`config.mk`:
```
export PLATFORM = sky130hd
export DESIGN_NAME = fft_frame_loader
export DESIGN_NICKNAME = d
export VERILOG_FILES = /design/src/rtl/fft_frame_loader.sv
export SDC_FILE = /design/constraint.sdc
export NUM_CORES = 1
export LEC_CHECK = 0
export BUFFER_PORTS_ARGS = -buffer_cell sky130_fd_sc_hd__buf_2
export CAP_MARGIN = 15
export CORE_UTILIZATION = 58
export CTS_CLUSTER_DIAMETER = 100
export DETAILED_ROUTE_END_ITERATION = 12
export PLACE_DENSITY = 0.8
export RECOVER_POWER = 25
export SKIP_LAST_GASP = 1
export SYNTH_ARGS = -nofsm -noshare
export SYNTH_HDL_FRONTEND = slang
export SYNTH_SLANG_ARGS = --single-unit
export TNS_END_PERCENT = 5
```
`constraint.sdc`:
```
create_clock -name clk -period 2.8 [get_ports clk]
set_input_delay 0.28 -clock clk [delete_from_list [all_inputs] [get_ports clk]]
set_output_delay 0.28 -clock clk [all_outputs]
set_load 0.03 [all_outputs]
```
`src/rtl/fft_frame_loader.sv`:
```
// Double-buffered serial-to-parallel framer for the FFT core.
// Samples are streamed into one bank while the other is presented as a flat frame.
module fft_frame_loader #(
  parameter int DW     = 16,
  parameter int N      = 8,
  parameter int LOG2N  = 3,
  parameter int BITREV = 1
) (
  input  logic                  clk,
  input  logic                  rst,
  input  logic                  s_valid,
  output logic                  s_ready,
  input  logic [2*DW-1:0]       s_data,
  input  logic                  s_last,
  output logic                  frame_valid,
  input  logic                  frame_ready,
  output logic [N*2*DW-1:0]     frame_data,
  output logic                  frame_padded,
  output logic [15:0]           frame_cnt
);

  localparam logic [LOG2N-1:0] LAST_IDX = LOG2N'(N - 1);

  logic [2*DW-1:0]  r_bank [2][N];
  logic [1:0]       r_full;
  logic [1:0]       r_pad;
  logic             r_wr_sel;
  logic             r_rd_sel;
  logic [LOG2N-1:0] r_wr_idx;
  logic [15:0]      r_frame_cnt;

  logic             w_accept;
  logic             w_release;
  logic             w_close;
  logic [LOG2N-1:0] w_waddr;

  assign s_ready      = ~r_full[r_wr_sel];
  assign frame_valid  = r_full[r_rd_sel];
  assign frame_padded = r_pad[r_rd_sel];
  assign frame_cnt    = r_frame_cnt;

  assign w_accept  = s_valid & s_ready;
  assign w_release = frame_valid & frame_ready;
  assign w_close   = (r_wr_idx == LAST_IDX) | s_last;

  always_comb begin
    w_waddr = r_wr_idx;
    if (BITREV != 0) begin
      for (int unsigned b = 0; b < LOG2N; b++) begin
        w_waddr[b] = r_wr_idx[LOG2N-1-b];
      end
    end
  end

  always_comb begin
    frame_data = '0;
    for (int unsigned i = 0; i < N; i++) begin
      frame_data[i*2*DW +: 2*DW] = r_bank[r_rd_sel][i];
    end
  end

  // Releasing a bank clears it, which is what zero-pads an early-closed frame later.
  // Release and close always target different banks, so both may apply in one cycle.
  always_ff @(posedge clk) begin
    if (rst) begin
      for (int unsigned b = 0; b < 2; b++) begin
        for (int unsigned i = 0; i < N; i++) begin
          r_bank[b][i] <= '0;
        end
      end
      r_full      <= '0;
      r_pad       <= '0;
      r_wr_sel    <= 1'b0;
      r_rd_sel    <= 1'b0;
      r_wr_idx    <= '0;
      r_frame_cnt <= '0;
    end else begin
      if (w_release) begin
        for (int unsigned i = 0; i < N; i++) begin
          r_bank[r_rd_sel][i] <= '0;
        end
        r_full[r_rd_sel] <= 1'b0;
        r_pad[r_rd_sel]  <= 1'b0;
        r_rd_sel         <= ~r_rd_sel;
        r_frame_cnt      <= r_frame_cnt + 16'd1;
      end
      if (w_accept) begin
        r_bank[r_wr_sel][w_waddr] <= s_data;
        if (w_close) begin
          r_full[r_wr_sel] <= 1'b1;
          r_pad[r_wr_sel]  <= (r_wr_idx != LAST_IDX);
          r_wr_sel         <= ~r_wr_sel;
          r_wr_idx         <= '0;
        end else begin
          r_wr_idx <= r_wr_idx + LOG2N'(1);
        end
      end
    end
  end

endmodule

```
# ---- Word-level counts from Yosys, hierarchy flattened
# Memories as Yosys holds them, arrays and structs flattened. A register that Yosys moved wholly into a read port is not among the register bits.
# Index checks and enable logic that the tools add are counted.
# Widths: inputs -> output; s select.
dict set report word_totals {
  latch_bits 0
  ff_bits 25
  romBits 0
  n_memories 1
  wordCells 72
  input_bits 37
  ramBits 512
}
dict set report op_classes {
  mul 0
  shift 0
  order_cmp 6
  mux 38
  n_eq_ne 2
  n_addsub 2
  reduce_logical 6
  bitwise_logic 11
  div_mod_pow 0
}
# memory words word_bits read_ports rd_ports_with_merged_regs wr line_no
set mem_list {}
lappend mem_list {r_bank 2 256 1 1 2 24} ;# logic [2*DW-1:0] r_bank [2][N];
# op n
set ops {}
lappend ops {{$mux 256} 4}
lappend ops {{$reduce_or 256->1} 2}
lappend ops {{$demux 32 s3} 1}
lappend ops {{$mux 32} 1}
lappend ops {{$mux 1} 20}
lappend ops {{$add 16x1->16 const B} 1}
lappend ops {{$mux 2} 8}
lappend ops {{$and 2x2->2} 2}
lappend ops {{$ge 4x4->1 const B} 1}
lappend ops {{$lt 1x2->1 const B} 2}
lappend ops {{$lt 4x1->1 const B} 1}
lappend ops {{$not 3->4} 1}
lappend ops {{$add 3x1->3 const B} 1}
lappend ops {{$eq 3x3->1 const B} 1}
lappend ops {{$logic_and 1x1->1} 3}
lappend ops {{$mux 3} 1}
lappend ops {{$ne 3x3->1 const B} 1}
lappend ops {{$not 1->1} 3}
lappend ops {{$and 1x1->1} 2}
lappend ops {{$bwmux 2} 1}
lappend ops {{$demux 1 s1} 2}
lappend ops {{$ge 1x1->1 const B} 2}
lappend ops {{$not 2->2} 1}
lappend ops {{$or 2x2->2} 1}
lappend ops {{other kinds (2)} 2}

# ---- Longest topological paths before layout
# Gate-level depths: netlist (run 1).
dict set report logic_depth {
  depth_word 11
  depth_mapped 6
  depth_no_buf 6
}

# ---- Least setup slack after synthesis (run 1)
# Ideal clock, no wire load.
dict set report synth_timing {
  path_type {register -> register}
  startpoint {register r_wr_sel}
  endpoint {memory r_bank[0][100] (netlist bit) (enable)}
  stages_incl_launch_ff 7
  t_arrival_ps 2023
  period_less_slack_ps 2413
  path_slack_ps 387
  required_ps 2411
  path_cell_list {dfxtp_1 > nor4b_4 > and2_1 > buf_2 > clkbuf_1 > nand2_1 > nand2_1}
}
# element line_no
set synth_lines {}
lappend synth_lines {{start: declaration} 27} ;# logic r_wr_sel;
lappend synth_lines {{start signal: assignment} 92} ;# r_wr_sel <= ~r_wr_sel;
lappend synth_lines {{end: declaration} 24}

==> summary.md, run 1 <==
| Metric | Value |
|---|---|
| Status | `complete, no violations` |
| # hold bufs at CTS | `0` |
| Period minus WS final | `2580 ps` |
| Netlist Area Pre-Place | `around 0.023 mm^2` |
| Dpl hpwl | `35.4 mm` |
| First-pass iteration count of the detailed router | `5` |
| CP endpoint kind | `primary output` |
| Post-synthesis sequential area ratio | `0.677` |
| RSZ-0062 raised after global routing | `false` |
| DR DRC count | `0` |
| Delay-heaviest family, CP | `flip-flops` |
| Worst-path clk slew | `~60 ps` |
| Fin area | `roughly 0.027 mm^2` |
| Ports | `312` |
| TritonCTS Buffers | `53` |
| Max Fanout on Critical Path | `roughly 70` |
| Worst path cell trace | `buf_12, mux2_2, buf_2` |
| Placement Cell Area | `0.0255 mm^2` |
| Vias in the first global route | `13.8k` |
| Relative slew slack | `0.179` |
| Routed Antenna Nets | `0` |
| Core ar. | `0.0398 mm^2` |
| Synth Register Bits | `538` |
| Slowest CP cell | `dfxtp_4` |
| Die H | `about 200 um` |
| Post-synthesis simple-gate area fraction | `0.159` |
| Commonest non-fill, non-tap cells in the layout | `512 x edfxtp_1, 327 x and3_1, 295 x buf_2, 261 x mux2_2, 134 x and2_1` |
| Critical Path RT | `2520 ps` |
| Global-route wire length before repair | `82.8 mm` |
| Commonest non-fill, non-tap cell in the layout | `edfxtp_1` |
| Port Buffer Count | `311` |
| PD cells | `663 mW/mm^2` |
| Vias | `14.1k` |
| Mux share of post-synthesis cell area | `0.127` |
| Compound-Gate Fraction of Synth Area | `0.00447` |
| Synth warnings | `0` |
| Largest net degree at the start of global routing | `a little under 80` |
| Adder-cell share of the synthesized area | `0.00373` |
| Setup bufs post-CTS | `0` |
| Mapped Avg Cell Area | `14.6 um^2` |
| GP Congestion | `0.842` |
| CTS root buffer | `clkbuf_16` |
| Post-Synth XOR/XNOR Area | `0.00336` |
| Initial Util | `0.590` |
| Fill cells | `2798` |
| CTS Sinks | `538` |
| Post-CTS sizing | `0` |
| H-tree depth | `2` |
| Total power | `approximately 0.018 W` |
| Worst-skew pair later-pin latency | `590 ps` |
| Die area | `approximately 0.041 mm^2` |
| Fin crit share | `0.920` |
| Remaining Overflow, GRT | `0` |
| Critical Path AT | `2300 ps` |
| Syn Nets | `~1.7k` |
| Yosys top cell area share | `0.655` |
| Max cap viols | `0` |
| Row count | `73` |
| Worst vdd ir | `0.000444 V` |
| Sum Neg Setup Slack | `0 ps` |
| Hold_ws | `18.5 ps` |
| Worst Setup Start Kind | `register` |
| FMAX | `388 MHz` |
| Worst Skew | `20.3 ps` |
| Die W | `203 um` |
| Flop2flop setup slack | `420 ps` |
| Initial DRC count | `approximately 1.1k` |
| Critical path class | `register to primary output` |
| CTS tree | `built` |
| Mapped Cells | `1607` |
| Total track usage | `0.267` |
| Wirelength per Cell | `23.1 um` |
| Top post-synthesis cells by area | `edfxtp_1 65%, mux2_2 13%, and3_1 8.7%` |
| Slowest stage delay, CP | `650 ps` |
| Final setup fails | `0` |
| Bufs on Longest Clock Path | `3` |
| Area grow syn2layout | `15.4%` |
| Worst path bufs/invs | `2` |
| Synth cell types | `36` |
| Share of cells above drive strength 1 | `0.359` |
| Nets | `1900` |
| Final Hold Fails | `0` |
| Cell taking the most area after synthesis | `edfxtp_1` |
| Main combinational cell family by area after synthesis | `simple AND/OR/NAND/NOR gates` |
| Final Slew Violations | `0` |
| Drt via density | `just under 6` |
| Worst Tran Pin Value | `around 1200 ps` |
| Initial antenna violation count | `0` |
| Static Leak | `roughly 12 nW` |
| Final WL | `56.0 mm` |
| Hold Crit Class | `input port to register` |
| Antenna Cells | `0` |
[final cells by class]
cell class,count,area [um^2],share of cell area
clock buffers,66,1460,0.0538
inverters,7,26.3,0.000969
flip-flops and latches,538,15900,0.587
repair buffers,348,1870,0.0689
multi-input cells,908,6960,0.257
clock inverters,32,235,0.00868
well taps,525,657,0.0242
[logic make-up (layout without fill, tap and decap cells)]
group,after synthesis,in the layout
compound gates,19,19
xor+xnor,9,9
fa+ha+maj,7,7
buf+inv,161,453
flops,538,538
mux,264,264
simple gates,609,609
[path summary, 6_finish.rpt]
check                        start                         end  cells past startpoint
min reg2reg    r_pad[0]$_SDFF_PP0_         r_pad[0]$_SDFF_PP0_                      2
max                       register             frame_data[233]                      3
min                        s_valid    r_wr_idx[0]$_SDFFE_PP0N_                      3
max reg2reg  r_wr_sel$_SDFFE_PP0P_  r_bank[0][4]$_SDFFCE_PN0P_                      3
[layer usage]
layer	GRT usage	vias to the layer above	part of all wire
met1	0.346	7073	0.40
met2	0.455	529	0.51
li1	-	6414	-
met3	0.0475	97	0.066
met4	0.0924	0	0.031
met5	0	-	0
[worst reg2reg max path, stage by stage, from the launching register on]
cell	delay [ps]
dfxtp_1	370
nor4b_2	590
clkbuf_2	970
and3_1	310
[Yosys cell counts]
cell type and instances:
nand2_1 28, mux2i_2 1, nor2b_1 7, nor4_4 2, a21oi_1 10, nor3_1 3
buf_2 3, a211oi_1 1, inv_1 7, clkbuf_1 148, ha_1 7, and2_1 195
mux2_1 1, or4_1 1, clkbuf_2 1, or4b_2 1, nor4b_4 1, xnor2_1 7
and3_1 327, o31ai_1 1, o21ai_0 4, mux2i_1 1, and4bb_2 1, buf_1 1
nor3b_1 1, edfxtp_1 512, dfxtp_1 26, nand4_1 6, a31oi_1 2, xor2_1 2
nand3_1 9, mux2_2 261, a22oi_1 1, nor2_1 20, buf_4 1, nand2b_1 7
[report_power, final]
group / switching, W / internal, W
sequential: 0.000105 / 0.00914
clock: 0.00293 / 0.00396
combinational: 0.00132 / 0.000510
total: 0.00436 / 0.0136
[registers in the layout (all words and copies together), names as in the netlist, named ones only]
signal	flops
frame_cnt	16
r_full	2
r_pad	2
r_bank	512
r_wr_sel	1
r_rd_sel	1
r_wr_idx	3
[through the flow]
step | instances | utilization | setup WS, ps
global placement | 2326 | 0.641 | 529
detailed placement | 2326 | 0.641 | 512
finish | 2424 | 0.681 | 225
floorplan | 1607 | - | 387
global route | 2424 | 0.681 | 147
CTS | 2424 | 0.683 | 211
(Power assumes the default switching activity.)
==> run 2: changes to the inputs <==
--- a/config.mk
+++ b/config.mk
@@ -12,6 +12,7 @@
 export DETAILED_ROUTE_END_ITERATION = 12
 export PLACE_DENSITY = 0.8
 export RECOVER_POWER = 25
+export SETUP_SLACK_MARGIN = 0.4
 export SKIP_LAST_GASP = 1
 export SYNTH_ARGS = -nofsm -noshare
 export SYNTH_HDL_FRONTEND = slang
==> run 2 against run 1 <==
Effect of this change:
- final area is 0.15% higher
- power hardly changed
- count of clock-buffer cells in the layout stayed put
- sequential power hardly changed
- critical path depth stayed put
- via count is 0.28% higher
- wire length is 0.23% higher
- critical path type unchanged
- register-to-register slack worse by 30 ps
- cell count hardly changed
- flip-flop and latch count stayed put
- first-iteration DRC count is 4.7% higher
- highest routed layer unchanged
- non-clock buffer count is 1 higher
==> summary.md, run 2 (synthesized netlist as in run 1, its figures left out) <==
| Metric | Value |
|---|---|
| Nets | `1901 (+0.053%)` |
| Sum Neg Setup Slack | `0 ps (unchanged)` |
| RSZ-0062 raised after global routing | `true` |
| Worst-skew pair later-pin latency | `580 ps (about the same)` |
| Drt via density | `5.83 (+0.19%)` |
| CTS tree | `built` |
| Slowest stage delay, CP | `550 ps (-100 ps)` |
| Initial Util | `0.590 (unchanged)` |
| Routed Antenna Nets | `0 (unchanged)` |
| Final Hold Fails | `0 (unchanged)` |
| Delay-heaviest family, CP | `flip-flops` |
| PD cells | `663 mW/mm^2 (about the same)` |
| DR DRC count | `0 (unchanged)` |
| Bufs on Longest Clock Path | `3 (unchanged)` |
| CTS root buffer | `clkbuf_16` |
| Dpl cells | `2326 (unchanged)` |
| Period minus WS final | `2440 ps (-131 ps)` |
| Critical path class | `register to primary output` |
| Critical Path AT | `2160 ps (-140 ps)` |
| Row count | `73 (unchanged)` |
| Fin cells | `2426 (+0.083%)` |
| Commonest non-fill, non-tap cell in the layout | `edfxtp_1` |
| Ports | `312 (unchanged)` |
| Final setup fails | `0 (unchanged)` |
| Relative slew slack | `0.189 (+0.00962)` |
| Status | `complete, no violations` |
| Total track usage | `0.268 (+0.000321)` |
| Wirelength per Cell | `23.1 um (+0.14%)` |
| Commonest non-fill, non-tap cells in the layout | `512 x edfxtp_1, 327 x and3_1, 295 x buf_2, 261 x mux2_2, 135 x and2_1` |
| Met1 GRT Util | `0.346 (unchanged)` |
| Vias in the first global route | `13.8k (+0.16%)` |
| Remaining Overflow, GRT | `0 (unchanged)` |
| Fin crit share | `0.873 (-0.0466)` |
| Met2 usage | `0.456 (+0.00110)` |
| Max cap viols | `0 (unchanged)` |
| Max reg flops | `512 (unchanged)` |
| Met3 Resource Use GR | `0.0468 (-0.000639)` |
| Hold Crit Class | `input port to register` |
| Initial DRC count | `1127 (+4.7%)` |
| Core ar. | `0.0398 mm^2 (unchanged)` |
| Port Buffer Count | `311 (unchanged)` |
| FMAX | `409 MHz (+5.3%)` |
| Worst vdd ir | `0.000446 V (+0.51%)` |
| Max Fanout on Critical Path | `71 (unchanged)` |
| Final WL | `56.1 mm (+0.23%)` |
| H-tree depth | `2 (unchanged)` |
| Worst-path clk slew | `70 ps (about the same)` |
| Critical Path RT | `2520 ps (about the same)` |
| Flop2flop setup slack | `390 ps (-30 ps)` |
| Top reg by flops | `r_bank` |
| TritonCTS Buffers | `53 (unchanged)` |
| Dpl hpwl | `35.4 mm (unchanged)` |
| Worst Tran Pin Value | `1220 ps (-14.4 ps)` |
| First-pass iteration count of the detailed router | `6 (+1)` |
| Share of cells above drive strength 1 | `0.359 (about the same)` |
| Initial antenna violation count | `0 (unchanged)` |
| GP Congestion | `0.842 (unchanged)` |
| Die H | `203 um (unchanged)` |
| Slowest CP cell | `dfxtp_4` |
| Worst Skew | `16.9 ps (-3.38 ps)` |
| Gr busiest metal | `met2` |
| Worst Setup Start Kind | `register` |
| Die area | `0.0413 mm^2 (unchanged)` |
| Largest net degree at the start of global routing | `78 (unchanged)` |
| CTS Sinks | `538 (unchanged)` |
| Vias | `14.2k (+0.28%)` |
| Worst path cell trace | `buf_16, mux2_2, buf_2` |
| CP endpoint kind | `primary output` |
| Global-route wire length before repair | `82.8 mm (+0.10%)` |
| Worst path bufs/invs | `2 (unchanged)` |
| Die W | `203 um (unchanged)` |
| Final Slew Violations | `0 (unchanged)` |
| Area grow syn2layout | `15.6%` |
| # hold bufs at CTS | `0 (unchanged)` |
| Static Leak | `11.8 nW (+0.13%)` |
==> run 2: changes by cell type in the layout (fill, tap and decap cells not counted), sizes merged <==
cell	change
diode	+1
clkbuf	-1
buf	+2
==> run 2: path summary, 6_finish.rpt <==
path,from,depth (start not counted),to
max reg2reg,r_full[0]$_SDFF_PP0_,3,r_bank[0][5]$_SDFFCE_PN0P_
min,s_last,3,r_wr_idx[2]$_SDFFE_PP0N_
min reg2reg,r_pad[0]$_SDFF_PP0_,2,r_pad[0]$_SDFF_PP0_
max,register,3,frame_data[233]
==> run 2: power by group <==
part	total (W)	switching, W	internal (W)
sequential	0.00925	0.000104	0.00914
combinational	0.00184	0.00132	0.000514
clock	0.00690	0.00294	0.00396
==> run 2: stage by stage <==
step	setup WS (ps)	total power (W)	cell area (um^2)	utilization	hold WS, ps
floorplan	387	0.0106	23500	-	442
global placement	529	0.0112	25500	0.641	467
detailed placement	512	0.0113	25500	0.641	484
CTS	343	0.0181	27200	0.684	7.14
global route	277	0.0184	27100	0.682	56.3
finish	355	0.0180	27100	0.682	31.2
==> run 2: final cells by class <==
class	instances	area, um^2
clock inverter	32	235
multi-input combinational	908	6970
inverter	7	26.3
timing repair buffer	349	1900
fill	2788	12700
tap	525	657
sequential	538	15900
clock buffer	66	1460
antenna	1	2.50
==> run 2: what timing repair did <==
action,in CTS,in global routing
gates cloned,0,0
setup endpoints to repair,206,204
resized for setup,2,1
setup buffers,1,0
==> run 2: worst register-to-register path: stages, from the launching register on <==
cell and delay [ps]:
dfxtp_1 380, nor4b_2 580, clkbuf_2 960, and3_1 340
==> run 2: per-layer routing <==
metal | vias to the layer above | part of all wire
met2 | 570 | 0.51
li1 | 6420 | -
met5 | - | 0
met4 | 0 | 0.032
met3 | 101 | 0.069
met1 | 7061 | 0.39
==> run 3: changes to the inputs <==
==> constraint.sdc (replaced) <==
create_clock -name clk -period 2.8 [get_ports clk]
set_input_delay 0.28 -clock clk [delete_from_list [all_inputs] [get_ports clk]]
set_output_delay 0.28 -clock clk [all_outputs]
set_load 0.02 [all_outputs]
==> run 3 against run 2 <==
Effect of this change:
- first-iteration DRC count grew 3.5%
- via count decreased by 0.51%
- sequential power about the same
- utilization decreased by 0.50 points
- clock power fell by 7.2%
- maximum frequency shrank 1.9%
- worst setup slack worse by 47 ps
- clock skew down 10 ps
- critical path depth is the same
- largest power group unchanged
==> summary.md, run 3 (synthesized netlist as in run 1, its figures left out) <==
| Metric | Value |
|---|---|
| Nets | `1899 (-0.11%)` |
| Critical path class | `register to primary output` |
| Critical Path AT | `2210 ps (+50 ps)` |
| Total track usage | `0.265 (-0.00214)` |
| Critical Path RT | `2520 ps (about the same)` |
| Ports | `312 (unchanged)` |
| Static Leak | `11.7 nW (-0.65%)` |
| Port Buffer Count | `311 (unchanged)` |
| Top reg by flops | `r_bank` |
| Slowest CP cell | `mux2_2` |
| Vias in the first global route | `13.9k (+0.72%)` |
| Worst Setup Start Kind | `register` |
| Bufs on Longest Clock Path | `3 (unchanged)` |
| Max Fanout on Critical Path | `122 (+72%)` |
| Final Hold Fails | `0 (unchanged)` |
| Worst Skew | `6.73 ps (-10.2 ps)` |
| Hold_ws | `42.0 ps (+10.8 ps)` |
| CTS root buffer | `clkbuf_16` |
| Hold Crit Class | `input port to register` |
| Delay-heaviest family, CP | `buffers and inverters` |
| Global-route wire length before repair | `82.3 mm (-0.62%)` |
| Routed Antenna Nets | `0 (unchanged)` |
| Die H | `203 um (unchanged)` |
| Slowest stage delay, CP | `450 ps (-100 ps)` |
| Max cap viols | `0 (unchanged)` |
| Worst Tran Pin Value | `1260 ps (+39.8 ps)` |
| Remaining Overflow, GRT | `0 (unchanged)` |
| Dpl hpwl | `34.4 mm (-2.8%)` |
| Die W | `203 um (unchanged)` |
| Initial Util | `0.590 (unchanged)` |
| Worst-path clk slew | `60 ps (about the same)` |
| Final Slew Violations | `0 (unchanged)` |
| Largest net degree at the start of global routing | `123 (+58%)` |
| Status | `complete, no violations` |
| Sum Neg Setup Slack | `0 ps (unchanged)` |
| Fin area | `0.0269 mm^2 (-0.74%)` |
| WHS Path Cells | `3 (unchanged)` |
| Initial antenna violation count | `0 (unchanged)` |
| GP Congestion | `0.812 (-3.6%)` |
| Crit. path cell count | `3 (unchanged)` |
| R2R cell count | `6 (+3)` |
| Area grow syn2layout | `14.7%` |
| Core ar. | `0.0398 mm^2 (unchanged)` |
| Worst vdd ir | `0.000492 V (+10%)` |
| Antenna Cells | `0 (-1)` |
| Period minus WS final | `2490 ps (+46.5 ps)` |
| Row count | `73 (unchanged)` |
| Worst-skew pair later-pin latency | `590 ps (about the same)` |
| Wirelength per Cell | `22.9 um (-1.1%)` |
| DR DRC count | `0 (unchanged)` |
| Relative slew slack | `0.162 (-0.0266)` |
| Final setup fails | `0 (unchanged)` |
| H-tree depth | `2 (unchanged)` |
| CTS tree | `built` |
| Fin util | `0.677 (-0.00503)` |
| Worst path bufs/invs | `2 (unchanged)` |
| Share of cells above drive strength 1 | `0.352 (-0.00765)` |
| PD cells | `641 mW/mm^2 (-3.2%)` |
| Initial DRC count | `1166 (+3.5%)` |
| Final WL | `55.3 mm (-1.4%)` |
| FMAX | `401 MHz (-1.9%)` |
| TritonCTS Buffers | `52 (-1.9%)` |
| Fin crit share | `0.890 (+0.0166)` |
| Placement Cell Area | `0.0255 mm^2 (unchanged)` |
| Commonest non-fill, non-tap cells in the layout | `512 x edfxtp_1, 327 x and3_1, 295 x buf_2, 261 x mux2_2, 155 x and2_1` |
| CP endpoint kind | `primary output` |
| Max reg flops | `512 (unchanged)` |
| Die area | `0.0413 mm^2 (unchanged)` |
| Worst path cell trace | `buf_16, mux2_2, buf_2` |
| Commonest non-fill, non-tap cell in the layout | `edfxtp_1` |
| CTS Sinks | `538 (unchanged)` |
| Vias | `14.1k (-0.51%)` |
| RSZ-0062 raised after global routing | `true` |
| First-pass iteration count of the detailed router | `5 (-1)` |
| Drt via density | `5.82 (-0.18%)` |
==> run 3: worst reg2reg max path: cells and delay by family, from the launching register on <==
kind	cells	cell delay, ps
and+or+nand+nor	2	440
DFF	1	340
buffers and inverters	3	1070
adders and majority gates	1	320
==> run 3: final timing paths <==
kind,slack (ps),end,start
worst max register to register,320,r_bank[0][107]$_SDFFCE_PN0P_,r_wr_idx[1]$_SDFFE_PP0N_
worst min register to register,470,r_pad[0]$_SDFF_PP0_,r_pad[0]$_SDFF_PP0_
worst min-delay path,40,r_wr_idx[0]$_SDFFE_PP0N_,s_valid
worst max-delay path,310,frame_data[233],register
==> run 3: what timing repair did <==
item,in CTS,in global routing
buffers inserted,0,0
hold buffers,0,0
setup endpoints to repair,158,221
resized for setup,2,0
==> run 3: layout make-up <==
cell class	count	area, um^2
Multi-Input combinational cell	908	6970
Fill cell	2804	12900
Sequential cell	538	15900
Inverter	7	26.3
Clock inverter	26	146
Tap cell	525	657
Timing Repair Buffer	348	1870
Clock buffer	66	1380
==> run 3: metrics by stage <==
step	setup WS, ps	std cells	power, W
after floorplan	387	1607	0.0104
after global placement	562	2326	0.0110
after detailed placement	478	2326	0.0110
after CTS	361	2418	0.0174
after global routing	177	2418	0.0178
final	309	2418	0.0173
==> run 3: routing by layer <==
layer / up-vias / share of wire / wire [um] / global-route usage
li1: 6402 / - / - / -
met1: 7011 / 0.40 / 21900 / 0.345
met2: 567 / 0.49 / 27400 / 0.440
met3: 100 / 0.078 / 4290 / 0.0615
met4: 0 / 0.031 / 1720 / 0.0926
met5: - / 0 / 0 / 0
==> run 3: where the power goes <==
group,internal [W],total (W),switching [W]
combinational,0.000512,0.00163,0.00112
sequential,0.00914,0.00924,0.0000977
clock,0.00354,0.00640,0.00286
total,0.0132,0.0173,0.00407
